`config.mk`:
```
export PLATFORM = sky130hd
export DESIGN_NAME = edge_detect_multi
export DESIGN_NICKNAME = d
export VERILOG_FILES = /design/src/rtl/edge_detect_multi.sv
export SDC_FILE = /design/constraint.sdc
export NUM_CORES = 1
export LEC_CHECK = 0
export CAP_MARGIN = 20
export CORE_UTILIZATION = 41
export DETAILED_ROUTE_END_ITERATION = 12
export DONT_BUFFER_PORTS = 1
export HOLD_SLACK_MARGIN = 0.15
export PLACE_DENSITY_LB_ADDON = 0.05
export REMOVE_ABC_BUFFERS = 1
export SLEW_MARGIN = 15
export SYNTH_ARGS = -nofsm -noshare
export SYNTH_HDL_FRONTEND = slang
export SYNTH_HIERARCHICAL = 1
export SYNTH_SLANG_ARGS = --single-unit
```
`constraint.sdc`:
```
create_clock -name clk -period 1.33 [get_ports clk]
set_clock_uncertainty 0.1 [all_clocks]
set_input_delay 0.133 -clock clk [delete_from_list [all_inputs] [get_ports clk]]
set_output_delay 0.133 -clock clk [all_outputs]
set_load 0.05 [all_outputs]
```
`src/rtl/edge_detect_multi.sv`:
```
// N-channel debounced edge detector: per-channel synchroniser, filter FSM and
// mode-gated tick, plus sticky pending flags and an OR'd interrupt.

module edge_detect_ch #(
    parameter int SYNC_STAGES = 2,
    parameter int FILTER_LEN  = 3
) (
    input  logic       clk,
    input  logic       reset,
    input  logic       level_i,
    input  logic [1:0] mode_i,
    output logic       ticc_o,
    output logic       filt_o
);

    localparam int CNT_W = (FILTER_LEN > 1) ? $clog2(FILTER_LEN) : 1;
    localparam logic [CNT_W-1:0] CNT_MAX = CNT_W'(FILTER_LEN - 1);
    localparam logic [CNT_W-1:0] CNT_ONE = CNT_W'(1);

    typedef enum logic [1:0] {
        ST_LOW  = 2'd0,
        ST_RISE = 2'd1,
        ST_HIGH = 2'd2,
        ST_FALL = 2'd3
    } state_e;

    logic [SYNC_STAGES-1:0] sync_q;
    state_e                 state_q;
    logic [CNT_W-1:0]       cnt_q;
    logic                   s;

    assign s = sync_q[SYNC_STAGES-1];

    // RISE/FALL are single-cycle marker states; the counter only restarts
    // once the FSM has settled into HIGH/LOW.
    always_ff @(posedge clk or negedge reset) begin
        if (!reset) begin
            sync_q  <= '0;
            state_q <= ST_LOW;
            cnt_q   <= '0;
        end else begin
            sync_q <= {sync_q[SYNC_STAGES-2:0], level_i};
            case (state_q)
                ST_LOW: begin
                    if (!s) begin
                        cnt_q <= '0;
                    end else if (cnt_q == CNT_MAX) begin
                        state_q <= ST_RISE;
                        cnt_q   <= '0;
                    end else begin
                        cnt_q <= cnt_q + CNT_ONE;
                    end
                end
                ST_RISE: begin
                    state_q <= ST_HIGH;
                    cnt_q   <= '0;
                end
                ST_HIGH: begin
                    if (s) begin
                        cnt_q <= '0;
                    end else if (cnt_q == CNT_MAX) begin
                        state_q <= ST_FALL;
                        cnt_q   <= '0;
                    end else begin
                        cnt_q <= cnt_q + CNT_ONE;
                    end
                end
                ST_FALL: begin
                    state_q <= ST_LOW;
                    cnt_q   <= '0;
                end
                default: begin
                    state_q <= ST_LOW;
                    cnt_q   <= '0;
                end
            endcase
        end
    end

    // Mode only gates the tick; the filter keeps tracking even when off.
    assign filt_o = (state_q == ST_RISE) || (state_q == ST_HIGH);
    assign ticc_o = ((state_q == ST_RISE) && mode_i[0]) ||
                    ((state_q == ST_FALL) && mode_i[1]);

endmodule

module edge_detect_multi #(
    parameter int N           = 4,
    parameter int SYNC_STAGES = 2,
    parameter int FILTER_LEN  = 3
) (
    input  logic           clk,
    input  logic           reset,
    input  logic [N-1:0]   level,
    input  logic [2*N-1:0] mode,
    input  logic [N-1:0]   clr,
    output logic [N-1:0]   ticc,
    output logic [N-1:0]   filt,
    output logic [N-1:0]   pend,
    output logic           irq
);

    logic [N-1:0] pend_q;
    logic [N-1:0] pend_d;

    for (genvar g = 0; g < N; g++) begin : g_ch
        edge_detect_ch #(
            .SYNC_STAGES(SYNC_STAGES),
            .FILTER_LEN (FILTER_LEN)
        ) u_ch (
            .clk    (clk),
            .reset  (reset),
            .level_i(level[g]),
            .mode_i (mode[2*g+1:2*g]),
            .ticc_o (ticc[g]),
            .filt_o (filt[g])
        );
    end

    // A tick in the same cycle as a clear keeps the flag set.
    assign pend_d = (pend_q & ~clr) | ticc;

    always_ff @(posedge clk or negedge reset) begin
        if (!reset) begin
            pend_q <= '0;
        end else begin
            pend_q <= pend_d;
        end
    end

    assign pend = pend_q;
    assign irq  = |pend_q;

endmodule

```
==> impl_metrics.toml <==
[setup_path]
crit_start = "g_ch[1].u_ch/state_q[1]"
crit_end = "ticc[1]"
cp_slowest_stage_delay_ns = 0.43
required_ns = 1.10
path_max_fanout = 2
startpoint_type = "flop"
path_buf_inv = 3
cp_slowest_cell = "dfrtp_1"
cp_cell_sequence = "inv_2 > buf_4 > ha_4 > a22o_4 > buf_12"
crit_type = "flop to primary output"
cp_data_arrival_time_ns = 1.49
cp.depth = 5
crit_family = "flip-flops"
setup.worst_path.end_class = "primary output"
reg2reg_depth = 6
r2r_slack_ns = -0.37
r2r-end = "g_ch[0].u_ch/state_q[1]"
rr_startpoint = "g_ch[0].u_ch/state_q[0]"

[synthesis]
netlist_top_cells_count = "dfrtp_1 (28), ha_1 (16), inv_1 (16)"
synth.area.top_cells = "dfrtp_1 (50%), ha_1 (14%), mux2i_1 (5.8%)"
synth_cell_types = 15
ys_seq_area_frac = 0.504
yosys_warnings = 6
avgSynthCellArea_um2 = 10.8
ys.flop_type = "dfrtp_1"
synth_edf_count = 0
synth-seq-cells = 28
post-synth-top-area-cell = "dfrtp_1"
synthArstFlopShare = 1.00
yosys.cell_count.top_type = "dfrtp_1"
synth_area_um2 = 1390
yosys.area.top_type_share = 0.504
synth_cells = 129

[sta]
fmax_mhz = 579
fin_crit_ns = 1.73
rsz0062_at_grt = "yes"
hold_violations = 0
min_period_over_period = 1.30
tns_ns = -6.29
setup_ws_ns = -0.397
worstMarginPinSlew_ns = 0.346
maxSlewViolCount = 0
relSlewSlack = 0.769
setup_viol = 29
hold_ws_ns = 0.0629

[drt]
drtIter0Drc = 25
drc_errors = 0
wirelength_mm = 4.67
wl_per_cell_um = 18.4
vias_per_cell = 5.21
drtPass1Iterations = 4
postRouteAntennaNets = 0
num_vias = 1317

[layout]
final_area_um2 = 2720
drive_gt1_frac = 0.579
nets = 244
antenna_cells = 0
syn2layout_area_growth_pct = 95.9
finish.utilization = 0.871
fin_cells = 253

[global_routing]
grt_pass1_vias = 1403
grt_max_degree = 29
grt_pass1_wl_mm = 6.14
gr-total-overflow = 0
antenna_found_initial = 0
grtUsageTotal = 0.239

[pwr]
p_per_area_nw_per_um2 = 2320
p_leak_uw = 0.00124
vdd_drop_max_uv = 1250

[place]
placed_area_um2 = 1770
gp_congestion = 0.786
dp_hpwl_mm = 2.02
io_buffers = 0
dp.cells = 209

[clocking]
cts_sinks = 28
cts-buffers-inserted = 3
clk_latency_ns = 0.33
path_clk_slew_ns = 0.15
clock_path_buffers = 2
clk_root_buffer_cell = "clkbuf_4"
cts_htree_levels = 1
hold_buffers = 17
cts_tree = "yes"

[status]
violations = "negative setup slack"
status = "finished, violations left"

[floorplanning]
rows = 20
dieArea_um2 = 3630
die_w_um = 60.2
ios = 31
die_h_um = 60.2
initial_utilization = 0.444
core_area_um2 = 3130

[run]
maxCapViolCount = 0

[min_path]
hp-class = "primary input to flop"
flip-flops by register name, indices dropped and copies added, names as in the netlist:
signal,count
g_ch.u_ch/cnt_q,8
g_ch.u_ch/state_q,8
g_ch.u_ch/sync_q,8
pend,4
cell usage in the layout, fill, tap and decap left out, types with 3 or more instances in the layout:
cell type / count
buf_8: 4
or3b_1: 3
nor3_1: 11
dlygate4sd3_1: 16
clkbuf_4: 3
a211oi_2: 6
buf_12: 6
a21oi_2: 4
mux2i_1: 3
nor2b_1: 4
dfrtp_1: 28
nand2_2: 4
mux2i_4: 4
buf_6: 31
ha_4: 16
a22o_4: 4
buf_4: 19
inv_1: 9
inv_2: 5
a21o_1: 3
nor2_4: 4
nor2_1: 7
per-layer routing:
layer  up-vias  share of wire  global-route usage
li1        606              -                   -
met1       637           0.38               0.241
met2        55           0.53               0.446
met3        19          0.057              0.0498
met4         0          0.038               0.140
met5         -              0                   0
worst min-delay path, stage by stage:
cell and delay (ns):
a22o_4 0.13, buf_4 0.11, a21o_1 0.09
how the worst min path moves through the flow:
stage	start	endpoint	slack, ns	cells past startpoint
5_1_grt	mode[5]	pend[2]	0.03	3
3_5_place_dp	reset	g_ch[1].u_ch/state_q[1]	-0.26	0
4_1_cts	mode[5]	pend[2]	-0.07	2
2_1_floorplan	reset	g_ch[0].u_ch/cnt_q[0]	-0.26	0
3_3_place_gp	reset	g_ch[1].u_ch/state_q[1]	-0.26	0
6_report	mode[5]	pend[2]	0.06	3
through the flow:
step / total power [uW] / setup slack (ns)
6_report: 6320 / -0.397
5_1_grt: 6600 / -0.443
4_1_cts: 5590 / -0.367
3_5_place_dp: 3820 / -0.179
3_3_place_gp: 3740 / -0.128
2_1_floorplan: 2850 / -0.404
cell type report:
class                      count  area (um^2)
clock buffer                   4         36.3
fill                         123          404
inverter                      16         67.6
multi-input combinational     85         1030
sequential                    28          701
tap                           44         55.1
timing repair buffer          76          832
what timing repair did:
action	4_1_cts	5_1_grt
setup buffers	18	8
pin swaps	16	24
endpoints found under the hold margin	36	2
setup endpoints to repair	26	29
gates resized for setup	87	39
where the power goes:
part,total [uW],leakage [uW],internal (uW),switching (uW)
clock network,417,0.0000210,168,250
logic,4590,0.000856,2320,2270
registers,1310,0.000360,1070,235
cells by family (layout without fill, tap and decap cells):
logic type / Yosys count / after routing / share of synthesized area
compound gates: 20 / 20 / 0.105
fa+ha+maj: 16 / 16 / 0.144
buf+inv: 16 / 96 / 0.0432
flops: 28 / 28 / 0.504
mux: 8 / 8 / 0.0576
simple gates: 41 / 41 / 0.146
No activity file was read; power rests on OpenSTA's default activity.
==> RTL change 1 (same settings) <==
Add an input register stage for `level`, `mode` and `clr`, cleared by the reset; this delays them by one clock.
--- a/src/rtl/edge_detect_multi.sv
+++ b/src/rtl/edge_detect_multi.sv
@@ -101,4 +101,20 @@
 );
 
+    logic [N-1:0] level_q;
+    logic [2*N-1:0] mode_q;
+    logic [N-1:0] clr_q;
+
+    always_ff @(posedge clk or negedge reset) begin
+        if (!reset) begin
+            level_q <= '0;
+            mode_q  <= '0;
+            clr_q   <= '0;
+        end else begin
+            level_q <= level;
+            mode_q  <= mode;
+            clr_q   <= clr;
+        end
+    end
+
     logic [N-1:0] pend_q;
     logic [N-1:0] pend_d;
@@ -111,6 +127,6 @@
             .clk    (clk),
             .reset  (reset),
-            .level_i(level[g]),
-            .mode_i (mode[2*g+1:2*g]),
+            .level_i(level_q[g]),
+            .mode_i (mode_q[2*g+1:2*g]),
             .ticc_o (ticc[g]),
             .filt_o (filt[g])
@@ -119,5 +135,5 @@
 
     // A tick in the same cycle as a clear keeps the flag set.
-    assign pend_d = (pend_q & ~clr) | ticc;
+    assign pend_d = (pend_q & ~clr_q) | ticc;
 
     always_ff @(posedge clk or negedge reset) begin
Formal check against the unedited RTL: not equivalent (a bounded check fails within 10 cycles, from zero or initial values and one cycle with reset low).
==> RTL change 1 against the unedited design <==
The run still ends with setup timing left. Final area grew 17%. Total power grew 5.0%. Routed wire length shrank 7.4%. Non-clock buffer count is the same. Area after synthesis grew 29%. First-iteration DRC count shrank 12%. Via count grew 4.8%. Sequential cell count grew 16. Synthesized cell count grew 12%. Worst setup slack gained 0.071 ns. Largest cell class is now sequential cells. Largest power group unchanged.
==> RTL change 1: results (changes against the unedited design) <==
Non-clock buffer share 0.265 (-0.0409); sequential share of cell area 0.346 (+0.0892); setup TNS -3.97 ns (+2.31 ns); crit-path max FO 3 (+1); Clock Tree Root clkbuf_8; final setup fails 26 (-10%); fin nets 262 (+7.4%); DR vias/cell 4.95 (-5.0%); Setup WS post-layout -0.326 ns (+0.0708 ns); status finished, violations left; # clk buffers 8 (+4); post-synthesis compound-gate area fraction 0.0818 (-0.0235); largest stage delay on the critical path 0.41 ns (-0.02 ns); drt wl/cell 15.5 um (-16%); placed instance area 2190 um^2 (+24%); WL met2 2350 um (-4.4%); Cell Area, Synth 1790 um^2 (+29%); TritonCTS Buffers 5 (+2); met1 Use GR 0.216 (-0.0258); Skew-Pair Late Insertion Delay 0.28 ns (-0.05 ns); Detail Route met3 WL 187 um (-30%); Post-Place Setup Slack -0.157 ns (+0.0222 ns); Max VDD drop 1.27 mV (+1.6%); post-synthesis sequential area ratio 0.615 (+0.111); total wire length 4320 um (-7.4%); multiplexer share of the synthesized area 0.0447 (-0.0129); Fillers 240 (+95%); Metal-1 WL 1720 um (-2.3%); GR Layer Usage met3 0.0500 (+0.000216); WP data arrival 1.42 ns (-0.07 ns); adder-cell area share of the yosys netlist 0.112 (-0.0322); layout cells sized above 1 0.524 (-0.0549); DP Cell Count 233 (+11%); Clock Pin Slew Worst Setup and Hold Paths 0.08 ns (-0.07 ns); GR Layer Usage met2 0.343 (-0.103); commonest cells in the netlist dfrtp_1, ha_1, inv_1; failing checks setup timing; min-delay worst type in2async; vias in the first global route 1470 (+4.8%)
[RTL change 1: changes by cell type after synthesis]
cell / before / now
dfrtp_1: 28 / 44
[RTL change 1: report_power, final]
part	internal (uW)	leakage (uW)	switching (uW)	total [uW]
clock	424	0.0000455	415	839
sequential	1580	0.000546	217	1800
combinational	2020	0.000848	1980	4000
[RTL change 1: worst paths after layout]
| check | from | to | slack [ns] | cells past startpoint |
|---|---|---|---|---|
| min reg2reg | g_ch[3].u_ch/sync_q[0]$_DFF_PN0_ | g_ch[3].u_ch/sync_q[1]$_DFF_PN0_ | 0.25 | 0 |
| max | g_ch[0].u_ch/state_q[1]$_DFFE_PN0P_ | ticc[0] | -0.33 | 5 |
| max reg2reg | g_ch[0].u_ch/state_q[1]$_DFFE_PN0P_ | g_ch[0].u_ch/state_q[1]$_DFFE_PN0P_ | -0.28 | 6 |
| min in group clk | g_ch[3].u_ch/sync_q[0]$_DFF_PN0_ | g_ch[3].u_ch/sync_q[1]$_DFF_PN0_ | 0.25 | 0 |
| max in group asynchronous | reset | g_ch[2].u_ch/state_q[0]$_DFFE_PN0P_ | 0.68 | 2 |
| min | reset | clr_q[1]$_DFF_PN0_ | 0.25 | 2 |
[RTL change 1: worst reg2reg max path, cell delays in order (launching register included)]
cell	delay, ns
dfrtp_1	0.41
inv_2	0.07
buf_4	0.14
ha_4	0.21
or3b_1	0.34
mux2i_1	0.17
nor3_2	0.06
[RTL change 1: repair_timing]
| item | in CTS | in global routing |
|---|---|---|
| pin swaps | 18 | 28 |
| setup buffers | 15 | 7 |
| hold buffers | 18 | 0 |
| resized for setup | 82 | 39 |
| gates cloned | 0 | 0 |
| setup endpoints to repair | 25 | 29 |
| endpoints found under the hold margin | 60 | 0 |
==> RTL change 2 (same flow settings) <==
Made on the original files. `FILTER_LEN` is set to 3 in 2 places; all go to 6.
--- a/src/rtl/edge_detect_multi.sv
+++ b/src/rtl/edge_detect_multi.sv
@@ -4,5 +4,5 @@
 module edge_detect_ch #(
     parameter int SYNC_STAGES = 2,
-    parameter int FILTER_LEN  = 3
+    parameter int FILTER_LEN  = 6
 ) (
     input  logic       clk,
@@ -88,5 +88,5 @@
     parameter int N           = 4,
     parameter int SYNC_STAGES = 2,
-    parameter int FILTER_LEN  = 3
+    parameter int FILTER_LEN  = 6
 ) (
     input  logic           clk,
Function: changed (Yosys sat finds a counterexample within 10 cycles, from zero or initial values and one cycle with reset low).
==> RTL change 2 against the unedited design <==
The run still ends with setup timing left. Routed wire length is 22% lower. Critical endpoint is now ticc[2]. Worst setup slack better by 0.12 ns. Final area is 2.9% higher. Total power is 1.5% lower. Core utilization is 13 points lower. Hold slack worse by 0.050 ns. Area after synthesis is 19% higher. Clock power is 140% higher. Sequential power is 18% higher. Largest power group unchanged. Highest routed layer unchanged. Sequential cell count is 4 higher.
==> RTL change 2: results (changes against the unedited design) <==
DP Cell Count 228 (+9.1%); failing checks setup timing; switching share of power 0.394 (-0.0419); commonest cells in the netlist dfrtp_1, a21oi_1, ha_1, inv_1, nor2_1; top flop regs g_ch.u_ch/cnt_q x12, g_ch.u_ch/state_q x8, g_ch.u_ch/sync_q x8; post-synthesis sequential area ratio 0.484 (-0.0203); post-CTS setup buffers 14 (-4); final setup fails 25 (-14%); Seq. cell area 805 um^2 (+15%); Yosys reg bits 32 (+14%); bufs w/o clock 63 (-17%); Clock Tree Root clkbuf_8; Worst Hold End pend[0]$_DFF_PN0_; Comb pwr share 0.592 (-0.135); share of power burned in registers 0.248 (+0.041); placed instance area 1990 um^2 (+12%); Skew-Pair Late Insertion Delay 0.28 ns (-0.05 ns); Sw Pwr 2460 uW (-11%); Async S/R FF share, synth 1.00 (unchanged); fin nets 253 (+3.7%); comb_multi_in 101 (+19%); first-pass GRT wire length 6040 um (-1.7%); Fillers 253 (+110%); post-synthesis cell type count 18 (+3); crit-path max FO 4 (+2); htree depth 2 (+1); Post-DP HPWL 2240 um (+11%); non-filler cells, final 268 (+5.9%); Cells after Synth 149 (+16%); Clock Pin Slew Worst Setup and Hold Paths 0.06 ns (-0.09 ns); ClkCell Share 0.0451 (+0.0317); total wire length 3620 um (-22%); setup TNS -2.87 ns (+3.42 ns); Worst R2R Path Depth 5 (-1); CTS Hold Bufs 14 (-3); PwrDens 2220 nW/um^2 (-4.3%); Vias 1343 (+2.0%); # resized after CTS 55 (-37%); area of the multi-input gates 1100 um^2 (+6.5%); FF-to-FF Start g_ch[1].u_ch/state_q[0]$_DFFE_PN0P_; Setup WS post-layout -0.273 ns (+0.124 ns); status finished, violations left; Lkg Pwr 0.00128 uW (+3.3%); Tot GR Track Use 0.188 (-0.0519); RR Endpoint pend[1]$_DFF_PN0_; met1 Use GR 0.197 (-0.0446); TritonCTS Buffers 5 (+2); Non-clock buffer share 0.232 (-0.0734); GP Congestion 0.812 (+3.3%); Worst-Margin Slew 0.278 ns (-0.0682 ns); reg-to-reg slack, setup -0.12 ns (+0.25 ns); GR Layer Usage met3 0.0503 (+0.000564); Worst Hold Launch mode[0]; Hold Path Cell Cnt 2 (-1)
## RTL change 2: kinds of logic (layout without fill, tap and decap cells)
| kind of cell | count (synthesis) | in the layout | synth area share |
|---|---|---|---|
| AOI/OAI and AO/OA | 24 | 24 | 0.0884 |
| buffers and inverters | 16 | 87 | 0.0363 |
| and+or+nand+nor | 53 | 53 | 0.213 |
| DFF | 32 | 32 | 0.484 |
| muxes | 8 | 8 | 0.0574 |
| adders and majority gates | 16 | 16 | 0.121 |
## RTL change 2: per-stage QoR
stage / setup WS, ns / hold slack [ns]
floorplan: -0.303 / -0.263
global route: -0.313 / 0.0138
finish: -0.273 / 0.0130
CTS: -0.269 / -0.0146
global placement: -0.0923 / -0.262
detailed placement: -0.128 / -0.262
## RTL change 2: worst max-delay path by stage
stage,start,depth (start not counted),to
global placement,g_ch[0].u_ch/state_q[1]$_DFFE_PN0P_,5,g_ch[0].u_ch/state_q[1]$_DFFE_PN0P_
floorplan,g_ch[0].u_ch/state_q[1]$_DFFE_PN0P_,5,g_ch[0].u_ch/state_q[1]$_DFFE_PN0P_
finish,g_ch[2].u_ch/state_q[1]$_DFFE_PN0P_,4,ticc[2]
detailed placement,g_ch[0].u_ch/state_q[1]$_DFFE_PN0P_,5,g_ch[0].u_ch/state_q[1]$_DFFE_PN0P_
CTS,g_ch[0].u_ch/state_q[0]$_DFFE_PN0P_,4,ticc[0]
global route,g_ch[2].u_ch/state_q[1]$_DFFE_PN0P_,4,ticc[2]
## RTL change 2: critical path: stages, from the launching register on
cell	delay, ns
dfrtp_1	0.44
inv_2	0.09
ha_4	0.16
a22o_4	0.25
buf_12	0.15
## RTL change 2: per-layer routing
layer  share of wire  vias up
li1                -      650
met1            0.41      651
met2            0.54       37
met3           0.038        5
met4          0.0097        0
met5               0        -
